File: config.mk
export PLATFORM = sky130hd
export DESIGN_NAME = sync_fifo_param_flat
export DESIGN_NICKNAME = d
export VERILOG_FILES = /design/src/rtl/fifo_pkg.sv /design/src/rtl/sync_fifo_param_if.sv /design/src/rtl/fifo_ptr_ctrl.sv /design/src/rtl/sync_fifo_param.sv /design/src/flat_wrapper.sv
export SDC_FILE = /design/constraint.sdc
export NUM_CORES = 1
export LEC_CHECK = 0
export CORE_MARGIN = 10
export CORE_UTILIZATION = 40
export DETAILED_ROUTE_END_ITERATION = 12
export SLEW_MARGIN = 20
export SYNTH_ARGS = -nofsm -noshare
export SYNTH_HDL_FRONTEND = slang
export SYNTH_HIERARCHICAL = 1
export SYNTH_SLANG_ARGS = --single-unit
File: constraint.sdc
create_clock -name clk -period 9.5 [get_ports clk]
set_input_delay 1.425 -clock clk [delete_from_list [all_inputs] [get_ports clk]]
set_output_delay 1.425 -clock clk [all_outputs]
set_load 0.01 [all_outputs]
File: src/rtl/fifo_pkg.sv
// Shared helpers and types for the parametrised synchronous FIFO.
package fifo_pkg;

   function automatic int addr_w(input int depth);
      return $clog2(depth);
   endfunction

   function automatic bit is_pow2(input int value);
      return (value > 0) && ((value & (value - 1)) == 0);
   endfunction

   typedef struct packed {
      logic full;
      logic empty;
      logic almost_full;
      logic almost_empty;
   } fifo_status_t;

endpackage

File: src/rtl/sync_fifo_param_if.sv
// Handshake, data and status bundle between a FIFO and its producer/consumer.
interface sync_fifo_param_if
   import fifo_pkg::*;
#(
   parameter int FIFO_DEPTH = 8,
   parameter int FIFO_WIDTH = 32
);
   localparam int CNT_W = addr_w(FIFO_DEPTH) + 1;

   logic                  push;
   logic                  pop;
   logic                  clr_err;
   logic [FIFO_WIDTH-1:0] data_in;
   logic [FIFO_WIDTH-1:0] data_out;
   logic                  fifo_full;
   logic                  fifo_empty;
   logic                  almost_full;
   logic                  almost_empty;
   logic [CNT_W-1:0]      count;
   logic                  overflow;
   logic                  underflow;

   modport master (
      output push, pop, clr_err, data_in,
      input  data_out, fifo_full, fifo_empty, almost_full, almost_empty,
             count, overflow, underflow
   );

   modport slave (
      input  push, pop, clr_err, data_in,
      output data_out, fifo_full, fifo_empty, almost_full, almost_empty,
             count, overflow, underflow
   );
endinterface

File: src/rtl/fifo_ptr_ctrl.sv
// Pointer, occupancy and status-flag control for the synchronous FIFO.
module fifo_ptr_ctrl
   import fifo_pkg::*;
#(
   parameter int FIFO_DEPTH = 8,
   parameter int AF_LEVEL   = FIFO_DEPTH - 1,
   parameter int AE_LEVEL   = 1,
   localparam int ADDR_W    = addr_w(FIFO_DEPTH)
)(
   input  logic              clk,
   input  logic              reset,
   input  logic              push,
   input  logic              pop,
   output logic              push_ok,
   output logic              pop_ok,
   output logic [ADDR_W-1:0] wr_addr,
   output logic [ADDR_W-1:0] rd_addr,
   output logic [ADDR_W:0]   count,
   output fifo_status_t      status
);
   typedef logic [ADDR_W:0] ptr_t;

   localparam ptr_t AF_CNT = ptr_t'(AF_LEVEL);
   localparam ptr_t AE_CNT = ptr_t'(AE_LEVEL);

   ptr_t wr_ptr;
   ptr_t rd_ptr;
   logic full;
   logic empty;

   // Extra MSB on each pointer separates "same slot, lapped" (full) from "same slot" (empty).
   assign full  = (wr_ptr[ADDR_W] != rd_ptr[ADDR_W]) &&
                  (wr_ptr[ADDR_W-1:0] == rd_ptr[ADDR_W-1:0]);
   assign empty = (wr_ptr == rd_ptr);

   assign push_ok = push && !full;
   assign pop_ok  = pop && !empty;
   assign wr_addr = wr_ptr[ADDR_W-1:0];
   assign rd_addr = rd_ptr[ADDR_W-1:0];

   always_ff @(posedge clk or posedge reset) begin
      if (reset) begin
         wr_ptr <= '0;
         rd_ptr <= '0;
         count  <= '0;
      end else begin
         if (push_ok) wr_ptr <= wr_ptr + 1'b1;
         if (pop_ok)  rd_ptr <= rd_ptr + 1'b1;
         case ({push_ok, pop_ok})
            2'b10:   count <= count + 1'b1;
            2'b01:   count <= count - 1'b1;
            default: count <= count;
         endcase
      end
   end

   always_comb begin
      status              = '0;
      status.full         = full;
      status.empty        = empty;
      status.almost_full  = (count >= AF_CNT);
      status.almost_empty = (count <= AE_CNT);
   end
endmodule

File: src/rtl/sync_fifo_param.sv
// Parametrised single-clock FIFO: indexed storage, show-ahead read and sticky error flags.
module sync_fifo_param
   import fifo_pkg::*;
#(
   parameter int FIFO_DEPTH = 8,
   parameter int FIFO_WIDTH = 32,
   parameter int AF_LEVEL   = FIFO_DEPTH - 1,
   parameter int AE_LEVEL   = 1
)(
   input logic               clk,
   input logic               reset,
   sync_fifo_param_if.slave  bus
);
   localparam int ADDR_W = addr_w(FIFO_DEPTH);

   if (!is_pow2(FIFO_DEPTH) || FIFO_DEPTH < 2) begin : g_bad_depth
      $fatal(1, "sync_fifo_param: FIFO_DEPTH=%0d must be a power of 2 and >= 2", FIFO_DEPTH);
   end
   if (AF_LEVEL < 1 || AF_LEVEL > FIFO_DEPTH) begin : g_bad_af
      $fatal(1, "sync_fifo_param: AF_LEVEL=%0d outside 1..%0d", AF_LEVEL, FIFO_DEPTH);
   end
   if (AE_LEVEL < 0 || AE_LEVEL > FIFO_DEPTH - 1) begin : g_bad_ae
      $fatal(1, "sync_fifo_param: AE_LEVEL=%0d outside 0..%0d", AE_LEVEL, FIFO_DEPTH - 1);
   end

   logic [FIFO_WIDTH-1:0] mem [FIFO_DEPTH];
   logic                  push_ok;
   logic                  pop_ok;
   logic [ADDR_W-1:0]     wr_addr;
   logic [ADDR_W-1:0]     rd_addr;
   logic [ADDR_W:0]       count;
   fifo_status_t          status;
   logic                  overflow;
   logic                  underflow;

   fifo_ptr_ctrl #(
      .FIFO_DEPTH (FIFO_DEPTH),
      .AF_LEVEL   (AF_LEVEL),
      .AE_LEVEL   (AE_LEVEL)
   ) u_ptr_ctrl (
      .clk     (clk),
      .reset   (reset),
      .push    (bus.push),
      .pop     (bus.pop),
      .push_ok (push_ok),
      .pop_ok  (pop_ok),
      .wr_addr (wr_addr),
      .rd_addr (rd_addr),
      .count   (count),
      .status  (status)
   );

   always_ff @(posedge clk or posedge reset) begin
      if (reset) begin
         for (int i = 0; i < FIFO_DEPTH; i++) mem[i] <= '0;
      end else if (push_ok) begin
         mem[wr_addr] <= bus.data_in;
      end
   end

   // Set takes priority over clear so an error in the clearing cycle is never lost.
   always_ff @(posedge clk or posedge reset) begin
      if (reset) begin
         overflow  <= 1'b0;
         underflow <= 1'b0;
      end else begin
         overflow  <= (bus.push && status.full)  || (overflow  && !bus.clr_err);
         underflow <= (bus.pop  && status.empty) || (underflow && !bus.clr_err);
      end
   end

   assign bus.data_out     = status.empty ? '0 : mem[rd_addr];
   assign bus.fifo_full    = status.full;
   assign bus.fifo_empty   = status.empty;
   assign bus.almost_full  = status.almost_full;
   assign bus.almost_empty = status.almost_empty;
   assign bus.count        = count;
   assign bus.overflow     = overflow;
   assign bus.underflow    = underflow;
endmodule
File: src/flat_wrapper.sv
// flat-port wrapper written by rule: the top's interface ports become plain ports
module sync_fifo_param_flat import fifo_pkg::*;
#(
   parameter int FIFO_DEPTH = 8,
   parameter int FIFO_WIDTH = 32,
   parameter int AF_LEVEL   = FIFO_DEPTH - 1,
   parameter int AE_LEVEL   = 1
)
  (clk, reset, bus_push, bus_pop, bus_clr_err, bus_data_in, bus_data_out, bus_fifo_full, bus_fifo_empty, bus_almost_full, bus_almost_empty, bus_count, bus_overflow, bus_underflow);
  sync_fifo_param_if #(.FIFO_DEPTH(FIFO_DEPTH), .FIFO_WIDTH(FIFO_WIDTH)) bus_i ();
  input logic clk;
  input logic reset;
  input wire logic [$bits(bus_i.push)-1:0] bus_push;
  input wire logic [$bits(bus_i.pop)-1:0] bus_pop;
  input wire logic [$bits(bus_i.clr_err)-1:0] bus_clr_err;
  input wire logic [$bits(bus_i.data_in)-1:0] bus_data_in;
  output wire logic [$bits(bus_i.data_out)-1:0] bus_data_out;
  output wire logic [$bits(bus_i.fifo_full)-1:0] bus_fifo_full;
  output wire logic [$bits(bus_i.fifo_empty)-1:0] bus_fifo_empty;
  output wire logic [$bits(bus_i.almost_full)-1:0] bus_almost_full;
  output wire logic [$bits(bus_i.almost_empty)-1:0] bus_almost_empty;
  output wire logic [$bits(bus_i.count)-1:0] bus_count;
  output wire logic [$bits(bus_i.overflow)-1:0] bus_overflow;
  output wire logic [$bits(bus_i.underflow)-1:0] bus_underflow;
  assign bus_i.push = bus_push;
  assign bus_i.pop = bus_pop;
  assign bus_i.clr_err = bus_clr_err;
  assign bus_i.data_in = bus_data_in;
  assign bus_data_out = bus_i.data_out;
  assign bus_fifo_full = bus_i.fifo_full;
  assign bus_fifo_empty = bus_i.fifo_empty;
  assign bus_almost_full = bus_i.almost_full;
  assign bus_almost_empty = bus_i.almost_empty;
  assign bus_count = bus_i.count;
  assign bus_overflow = bus_i.overflow;
  assign bus_underflow = bus_i.underflow;
  sync_fifo_param #(.FIFO_DEPTH(FIFO_DEPTH), .FIFO_WIDTH(FIFO_WIDTH), .AF_LEVEL(AF_LEVEL), .AE_LEVEL(AE_LEVEL)) u_core (.clk(clk), .reset(reset), .bus(bus_i));
endmodule
After elaboration in Yosys (flattened, before gate mapping)
Index checks and enable logic that the tools add are counted.

Bits in registers: 270. Output and inout bits: 42.

$add $sub $neg: 4. Order comparisons: 5. Equal/unequal tests: 5. Muxes and demuxes: 8. Bitwise logic cells: 2. Reduce and logical (&&, ||, !) cells: 14.

Operators by type and width (number): bitwise mux 256 bit (1); 2-to-1 mux 32 bit (4); binary-select mux 32 bit (select 3 bit) (1); demux 32 bit (select 3 bit) (1); adder 4 x 1 -> 4 bit (second input constant) (3); >= comparator 4 bit (second input constant) (2); logical AND 1 bit (8); NOT 3 -> 4 bit (2); one-hot mux 4 bit (2 select lines) (1); == test 4 bit (1); >= comparator 4 x 3 -> 1 bit (second input constant) (1); <= comparator 4 x 1 -> 1 bit (second input constant) (1); less-than comparator 4 x 1 -> 1 bit (second input constant) (1); subtractor 4 x 1 -> 4 bit (second input constant) (1); == test 3 bit (1); logical NOT 1 bit (3); == test 2 x 1 -> 1 bit (second input constant) (1); == test 2 bit (second input constant) (1); logical OR 1 bit (2); nonzero test 2 bit (1); != test 1 bit (1).

Depth between registers and ports, before layout
Gate-level depths: netlist (run 1).

Depth after elaboration: 6. Depth in mapped cells: 8.

Cells and area by module
The synthesis (run 1) kept the hierarchy.

By module, submodules not included: sync_fifo_param (times used 1, cells each 708, area each 11770.0 um2, sequential area each 6456.2 um2); fifo_ptr_ctrl (times used 1, cells each 77, area each 858.3 um2, sequential area each 300.3 um2).

Least setup slack after synthesis (run 1)
OpenSTA, ideal clock, no wires.

Path type: register to output. From: reg u_core.u_ptr_ctrl.rd_ptr[1]. To: out bus_data_out[10]. Arrival: 1.913 ns. Data required time: 8.075 ns. Path slack: 6.162 ns. Cell stages (with the launch flop): 8. Buffers on the path: 3. Cells stage by stage: dfrtp_1 xor2_2 or3_1 nor2_1 buf_4 clkbuf_1 clkbuf_1 nor2_1.

Elaborated cells between the ends (all ways): 6. Those cells by class: eq/ne (1); mux (4); bitwise (1).

RTL lines: start, declared (RTL line fifo_ptr_ctrl.sv:27) `ptr_t rd_ptr;`; start signal, assigned (RTL line fifo_ptr_ctrl.sv:48) `if (pop_ok) rd_ptr <= rd_ptr + 1'b1;`; == test 4 bit (RTL line fifo_ptr_ctrl.sv:34) `assign empty = (wr_ptr == rd_ptr);`; net u_core.u_ptr_ctrl.empty (RTL line fifo_ptr_ctrl.sv:29) `logic empty;`; 2-to-1 mux 32 bit (RTL line sync_fifo_param.sv:72) `assign bus.data_out = status.empty ? '0 : mem[rd_addr];`; end, declared (RTL line flat_wrapper.sv:17) `output wire logic [$bits(bus_i.data_out)-1:0] bus_data_out;`.

The timed path passes the listed nets, and every way through them passes these cells. The select of a mux whose other input is x is not followed.

Final worst setup path (run 1)
From: reg u_core.u_ptr_ctrl.rd_ptr[2]. To: out bus_fifo_empty.

Longest elaborated chain between the ends: 1.

RTL lines: == test 4 bit (RTL line fifo_ptr_ctrl.sv:34); end, declared (RTL line flat_wrapper.sv:19) `output wire logic [$bits(bus_i.fifo_empty)-1:0] bus_fifo_empty;`.

Every way passes these cells.

==> results of run 1 <==
-- power by group --
group | switching [mW] | internal (mW) | leakage (nW) | total (mW)
Combinational | 0.983 | 1.47 | 2.45 | 2.45
Sequential | 0.365 | 1.74 | 3.24 | 2.10
Clock | 0.450 | 0.689 | 0.491 | 1.14
Total | 1.80 | 3.90 | 6.19 | 5.69
-- placed cells by master, fill, tap and decap left out, types with 2 or more instances in the layout --
cell	instances
sky130_fd_sc_hd__o41ai_4	2
sky130_fd_sc_hd__nand4_1	3
sky130_fd_sc_hd__nand2_1	6
sky130_fd_sc_hd__buf_4	13
sky130_fd_sc_hd__clkinvlp_4	2
sky130_fd_sc_hd__mux4_2	48
sky130_fd_sc_hd__nor3b_4	2
sky130_fd_sc_hd__xor2_1	3
sky130_fd_sc_hd__and2_1	2
sky130_fd_sc_hd__mux4_1	16
sky130_fd_sc_hd__nand4b_1	4
sky130_fd_sc_hd__clkbuf_8	9
sky130_fd_sc_hd__dfrtp_1	267
sky130_fd_sc_hd__xnor2_1	7
sky130_fd_sc_hd__clkinv_2	6
sky130_fd_sc_hd__mux2i_1	33
sky130_fd_sc_hd__o311ai_0	2
sky130_fd_sc_hd__clkbuf_1	5
sky130_fd_sc_hd__inv_1	9
sky130_fd_sc_hd__dfrtp_4	2
sky130_fd_sc_hd__mux2_1	26
sky130_fd_sc_hd__mux2_2	231
sky130_fd_sc_hd__xor2_2	3
sky130_fd_sc_hd__ha_1	6
sky130_fd_sc_hd__o21ai_0	3
sky130_fd_sc_hd__clkbuf_16	31
sky130_fd_sc_hd__o311ai_1	2
sky130_fd_sc_hd__and4_1	2
sky130_fd_sc_hd__o41ai_1	2
sky130_fd_sc_hd__nor2_1	35
sky130_fd_sc_hd__clkdlybuf4s50_1	78
sky130_fd_sc_hd__nor3_4	2
sky130_fd_sc_hd__diode_2	2
-- per-layer routing --
metal	share of wire, %	GRT usage (%)
met5	0	0
met4	1.4	3.10
met3	3.9	2.54
met2	48	23.0
met1	47	19.1
-- kinds of logic (layout without fill, tap and decap cells) --
logic type	Yosys count	after routing	share of synthesized area (%)
compound gates	13	13	1.07
xor+xnor	13	13	1.08
fa+ha+maj	6	6	0.594
buf+inv	67	155	3.57
flops	270	270	53.5
mux	355	355	37.5
other cells	0	2	0
simple gates	61	61	2.65
-- cell type report --
type | count | area [sq um] | share of cell area, %
clock buffers | 45 | 918 | 6.28
inverters | 10 | 45.0 | 0.308
multi-input cells | 448 | 5440 | 37.2
repair buffers | 91 | 878 | 6.00
diodes | 2 | 5.00 | 0.0342
clock inverters | 9 | 75.1 | 0.513
well taps | 402 | 503 | 3.44
flip-flops and latches | 270 | 6770 | 46.2
-- per-stage QoR --
stage	hold WS [ns]	power, mW	area (sq um)	utilization (%)	cells
final	0.475	5.69	14600	46.6	1277
after global routing	0.488	6.08	14600	46.6	1275
after CTS	0.482	5.80	14600	46.6	1275
after detailed placement	0.469	4.63	13600	43.4	1221
after global placement	0.463	4.58	13600	43.4	1221
after floorplan	0.449	3.81	12600	-	785
-- worst max path at each step --
stage / startpoint / end / slack [ns] / depth (start not counted)
CTS: u_core/u_ptr_ctrl/rd_ptr[2]$_DFFE_PP0P_ / bus_fifo_empty / 4.25 / 4
global route: u_core/u_ptr_ctrl/rd_ptr[2]$_DFFE_PP0P_ / bus_data_out[22] / 4.11 / 5
global placement: u_core/u_ptr_ctrl/rd_ptr[2]$_DFFE_PP0P_ / bus_fifo_empty / 4.92 / 4
finish: u_core/u_ptr_ctrl/rd_ptr[2]$_DFFE_PP0P_ / bus_fifo_empty / 4.40 / 4
detailed placement: u_core/u_ptr_ctrl/rd_ptr[2]$_DFFE_PP0P_ / bus_fifo_empty / 4.84 / 4
floorplan: reset / u_core/bus.overflow$_DFF_PP0_ / 0.98 / 1
-- registers in the layout, indices dropped and copies added (netlist names) --
signal	flops
u_core/bus.overflow	1
u_core/u_ptr_ctrl/rd_ptr	4
u_core/bus.underflow	1
u_core/mem	256
u_core/u_ptr_ctrl/wr_ptr	4
u_core/u_ptr_ctrl/count	4
==> impl_metrics.csv, run 1 <==
group,metric,value,unit
worst_setup_path,cp_slowest_cell,"sky130_fd_sc_hd__dfrtp_4",
clocking,cts_hold_repair.buffers,0,
worst_setup_path,chain_of_cells_forming_the_critical_path,"xor2_2 > or3_1 > nor2_4 > clkdlybuf4s50_1",
run_status,run_status,"complete, no violations",
routing,detailroute.via_count,6813,
grt,grt_pass1_vias,7430,
synthesis,synth_top_flop_cell,"sky130_fd_sc_hd__dfrtp_1",
synthesis,synth-edff-count,0,
grt,largest_net_degree_at_the_start_of_global_routing,121,
routing,wl_per_cell,21.2,um
worst_setup_path,worst_r2r_endpoint,"u_core/mem[123]$_DFFE_PP0P_",
clocking,cts.repair.resized,0,
synthesis,netlist_instances,785,
hold_path,hold-path-endpoint,"u_core/mem[175]$_DFFE_PP0P_",
die,floorplan.die_area,39100,sq um
power,power.leakage,6.19,nW
sta,max_freq,196,MHz
sta,slew_viol_final,0,
grt,grt_use_total,14.1,%
sta,final.setup.worst_slack,4.40,ns
clocking,insertion_delay,0.54,ns
sta,worst-slew-pin-transition,1.01,ns
worst_setup_path,worstPathBufferInverterCount,1,
grt,grt_overflow,0,
layout,area_growth_syn_to_layout,15.9,%
placement,numPortBuffers,78,
clocking,tritoncts,"yes",
worst_setup_path,ff2ff_setup_slack,5.85,ns
clocking,cts_made_buffers,30,
synthesis,synthTopCellsByArea,"sky130_fd_sc_hd__dfrtp_1 (54%), sky130_fd_sc_hd__mux2_2 (21%), sky130_fd_sc_hd__mux4_2 (8.6%)",
power,power.ir.vdd_worst,176,uV
placement,place.gp.congestion,0.718,
layout,nNetsFinal,894,
placement,place_ws,4.84,ns
die,die_width,198,um
clocking,cts.clk_slew.worst_paths,0.06,ns
sta,fin_setup_tns,0,ns
worst_setup_path,critical_path.max_fanout,36,
synthesis,syn-num-nets,828,
die,standard_cell_rows,65,
synthesis,synthDominantCellAreaShare,53.5,%
clocking,clock_sinks,270,
placement,dp_hpwl,15400,um
grt,grt_first_pass_wirelength,43400,um
sta,rsz0062_at_grt,"false",
synthesis,post_synth_instance_area,12600,sq um
worst_setup_path,setup.worst_path.end_class,"primary output",
grt,number_of_antenna_violations_at_the_first_check_in_global_routing,1,
routing,number_of_drc_violations_after_detailed_routing_iteration_0,298,
synthesis,number_of_synthesized_register_bits,270,
routing,drc,0,
clocking,cts_post_setup_buffers_inserted,0,
sta,slew_headroom,32.4,%
hold_path,min_path_type,"reg -> reg",
worst_setup_path,cp_peak_stage_delay,0.88,ns
die,start_util,40.2,%
synthesis,ys_warn_count,6,
die,die_h,198,um
power,power-per-cell-area,389,nW/um^2
sta,timing.final.setup_violations,0,
clocking,clk_path_buf_depth,3,
synthesis,synthArstFlopShare,100,%
synthesis,yosys.cell_types.count,35,
routing,totalWireLength,27100,um
synthesis,synth_most_common_cell,"sky130_fd_sc_hd__dfrtp_1",
synthesis,post_synth_most_frequent_cells,"sky130_fd_sc_hd__dfrtp_1 (270), sky130_fd_sc_hd__mux2_2 (231), sky130_fd_sc_hd__mux4_2 (48), sky130_fd_sc_hd__nor2_1 (36), sky130_fd_sc_hd__mux2i_1 (33)",
worst_setup_path,ff2ff_path_depth,7,
worst_setup_path,regToRegStartpoint,"u_core/u_ptr_ctrl/rd_ptr[2]$_DFFE_PP0P_",
worst_setup_path,critical-path-top-delay-family,"simple AND/OR/NAND/NOR gates",
layout,fillCellCount,2776,
worst_setup_path,crit_arrival,3.68,ns
hold_path,worstHoldPathCells,1,
hold_path,min-delay-start,"u_core/mem[175]$_DFFE_PP0P_",
sta,finalHoldViolations,0,
synthesis,post-synth-top-area-cell,"sky130_fd_sc_hd__dfrtp_1",
clocking,root_buffer,"sky130_fd_sc_hd__clkbuf_16",
routing,antenna_left,0,
sta,final.setup_skew,0.00921,ns
layout,layout-drive-gt1-share,40.9,%
worst_setup_path,path_class,"reg -> out",
job,drv_cap,0,
sta,post-route-period-util,53.7,%
routing,detail_route.vias_per_cell,5.34,
worst_setup_path,crit_required,8.08,ns
routing,drt_pass_1_iters,4,
worst_setup_path,start_kind,"register",
die,pin_count,79,
synthesis,synth_seq_area_share,53.5,%
sta,period_minus_slack,5.10,ns
synthesis,syn_area_per_cell,16.1,sq um
die,core-area,31400,sq um
clocking,h_tree_lvl_count,1,
No activity file was read; power rests on OpenSTA's default activity.
==> run 2, diff against run 1 <==
- clock period: 9.5 -> 5.22 ns (I/O delays scaled with it)
==> run 2 against run 1 <==
Effect of this change: clock-buffer cell count grew 1; highest routed layer is now met5; largest power group unchanged; setup slack got worse by 3.5 ns; cell area grew 0.30%; sequential power increased by 80%.
==> impl_metrics.csv, run 2 (synthesis results as in run 1) <==
group,metric,value,unit
run_status,run_status,"complete, no violations",
layout,layout-drive-gt1-share,40.8,%
job,drv_cap,0,
routing,number_of_drc_violations_after_detailed_routing_iteration_0,311,
routing,antenna_left,0,
routing,met2_wirelength_from_detailed_routing,13600,um
die,start_util,40.2,%
power,power-per-cell-area,709,nW/um^2
routing,detail_route.vias_per_cell,5.37,
grt,grt_pass1_vias,7498,
sta,timing.final.setup_violations,0,
layout,most_common_library_cell_in_the_layout_ignoring_fill_and_taps,"sky130_fd_sc_hd__dfrtp_1",
sta,worst-slew-pin-transition,1.01,ns
layout,largest_reg_flops,256,
clocking,cts_post_setup_buffers_inserted,0,
sta,period_minus_slack,4.37,ns
placement,place_ws,1.40,ns
power,power.ir.vdd_worst,312,uV
power,post-layout-total-power,10.4,mW
layout,finish.cell_count_without_fillers,1277,
routing,totalWireLength,27800,um
sta,post-route-period-util,83.7,%
clocking,clock_sinks,270,
layout,area_growth_syn_to_layout,16.2,%
sta,slew_viol_final,0,
routing,highest-signal-layer,"met5",
worst_setup_path,critical_path.max_fanout,32,
clocking,cts.clk_slew.worst_paths,0.06,ns
grt,grt_use_total,14.4,%
clocking,tritoncts,"yes",
placement,placed_cells,1228,
power,power.leakage,6.21,nW
layout,layout.cells.most_common_list,"sky130_fd_sc_hd__dfrtp_1 (267), sky130_fd_sc_hd__mux2_2 (231), sky130_fd_sc_hd__clkdlybuf4s50_1 (78), sky130_fd_sc_hd__mux4_2 (48), sky130_fd_sc_hd__nor2_1 (35)",
worst_setup_path,setup.worst_path.end_class,"primary output",
sta,final.setup_skew,0.0210,ns
sta,max_freq,229,MHz
routing,drc,0,
placement,numPortBuffers,78,
worst_setup_path,start_kind,"register",
die,pin_count,79,
routing,detailroute.via_count,6859,
placement,dp_hpwl,16300,um
routing,wl_per_cell,21.8,um
layout,nNetsFinal,902,
die,die_h,198,um
routing,wl_met1,12700,um
clocking,insertion_delay,0.55,ns
sta,fin_setup_tns,0,ns
sta,final.setup.worst_slack,0.852,ns
layout,largest_register_by_flop_count,"u_core/mem",
sta,slew_headroom,32.1,%
layout,fillCellCount,2787,
clocking,cts_hold_repair.buffers,0,
grt,number_of_antenna_violations_at_the_first_check_in_global_routing,2,
die,standard_cell_rows,65,
layout,diodes,0,
placement,place.gp.congestion,0.737,
worst_setup_path,path_class,"reg -> out",
sta,finalHoldViolations,0,
worst_setup_path,crit_arrival,3.58,ns
layout,area_occupied_by_multi_input_gates,5440,sq um
routing,drt_pass_1_iters,4,
die,floorplan.die_area,39100,sq um
grt,grt_overflow,0,
grt,largest_net_degree_at_the_start_of_global_routing,142,
grt,grt_first_pass_wirelength,44300,um
hold_path,min_path_type,"reg -> reg",
die,core-area,31400,sq um
clocking,h_tree_lvl_count,1,
die,die_width,198,um
worst_setup_path,crit_required,4.44,ns
clocking,clk_path_buf_depth,3,
clocking,cts.repair.resized,0,
clocking,root_buffer,"sky130_fd_sc_hd__clkbuf_16",
clocking,cts_made_buffers,31,
layout,finalCoreUtilization,46.7,%
routing,dr_wl_met3,966,um
layout,sequential_standard_cell_area,6770,sq um
sta,rsz0062_at_grt,"false",
[run 2: cell type report]
class                      instances  area share [%]
clock buffer                      46            6.22
timing repair buffer              98            6.60
tap                              402            3.43
inverter                          10           0.281
clock inverter                     3           0.298
sequential                       270            46.1
multi-input combinational        448            37.1
[run 2: critical path: stages, from the launching register on]
cell                              delay, ns
sky130_fd_sc_hd__dfrtp_4               0.78
sky130_fd_sc_hd__xor2_2                0.27
sky130_fd_sc_hd__or3_1                 0.52
sky130_fd_sc_hd__nor2_4                0.46
sky130_fd_sc_hd__buf_4                 0.39
sky130_fd_sc_hd__clkdlybuf4s50_1       0.59
[run 2: final timing paths]
kind                                                         start                                endpoint  slack, ns  cells after the start
setup reg to reg           u_core/u_ptr_ctrl/rd_ptr[1]$_DFFE_PP0P_              u_core/mem[85]$_DFFE_PP0P_       1.79                      6
setup / recovery           u_core/u_ptr_ctrl/rd_ptr[1]$_DFFE_PP0P_                          bus_fifo_empty       0.85                      5
hold / removal                         u_core/mem[176]$_DFFE_PP0P_             u_core/mem[176]$_DFFE_PP0P_       0.47                      1
hold reg to reg                        u_core/mem[176]$_DFFE_PP0P_             u_core/mem[176]$_DFFE_PP0P_       0.47                      1
min in group asynchronous                                    reset  u_core/u_ptr_ctrl/count[3]$_DFFE_PP0P_       0.67                      2
max in group asynchronous                                    reset               u_core/mem[9]$_DFFE_PP0P_       3.18                      3
[run 2: per-stage QoR]
stage / area [sq um] / hold WS [ns]
2_1_floorplan: 12600 / 0.449
3_3_place_gp: 13700 / 0.463
3_5_place_dp: 13700 / 0.466
4_1_cts: 14700 / 0.479
5_1_grt: 14700 / 0.502
6_report: 14700 / 0.474
[run 2: power by group]
part	leakage [nW]	switching, mW	internal [mW]
sequential	3.24	0.625	3.17
combinational	2.50	1.87	2.70
clock	0.470	0.822	1.23
total	6.21	3.31	7.10
[run 2: routing by layer]
metal  vias to the layer above  global-route usage, %
li1                       3059                      -
met1                      3664                   18.9
met2                        97                   24.3
met3                        35                   2.37
met4                         4                   3.42
met5                         -                      0
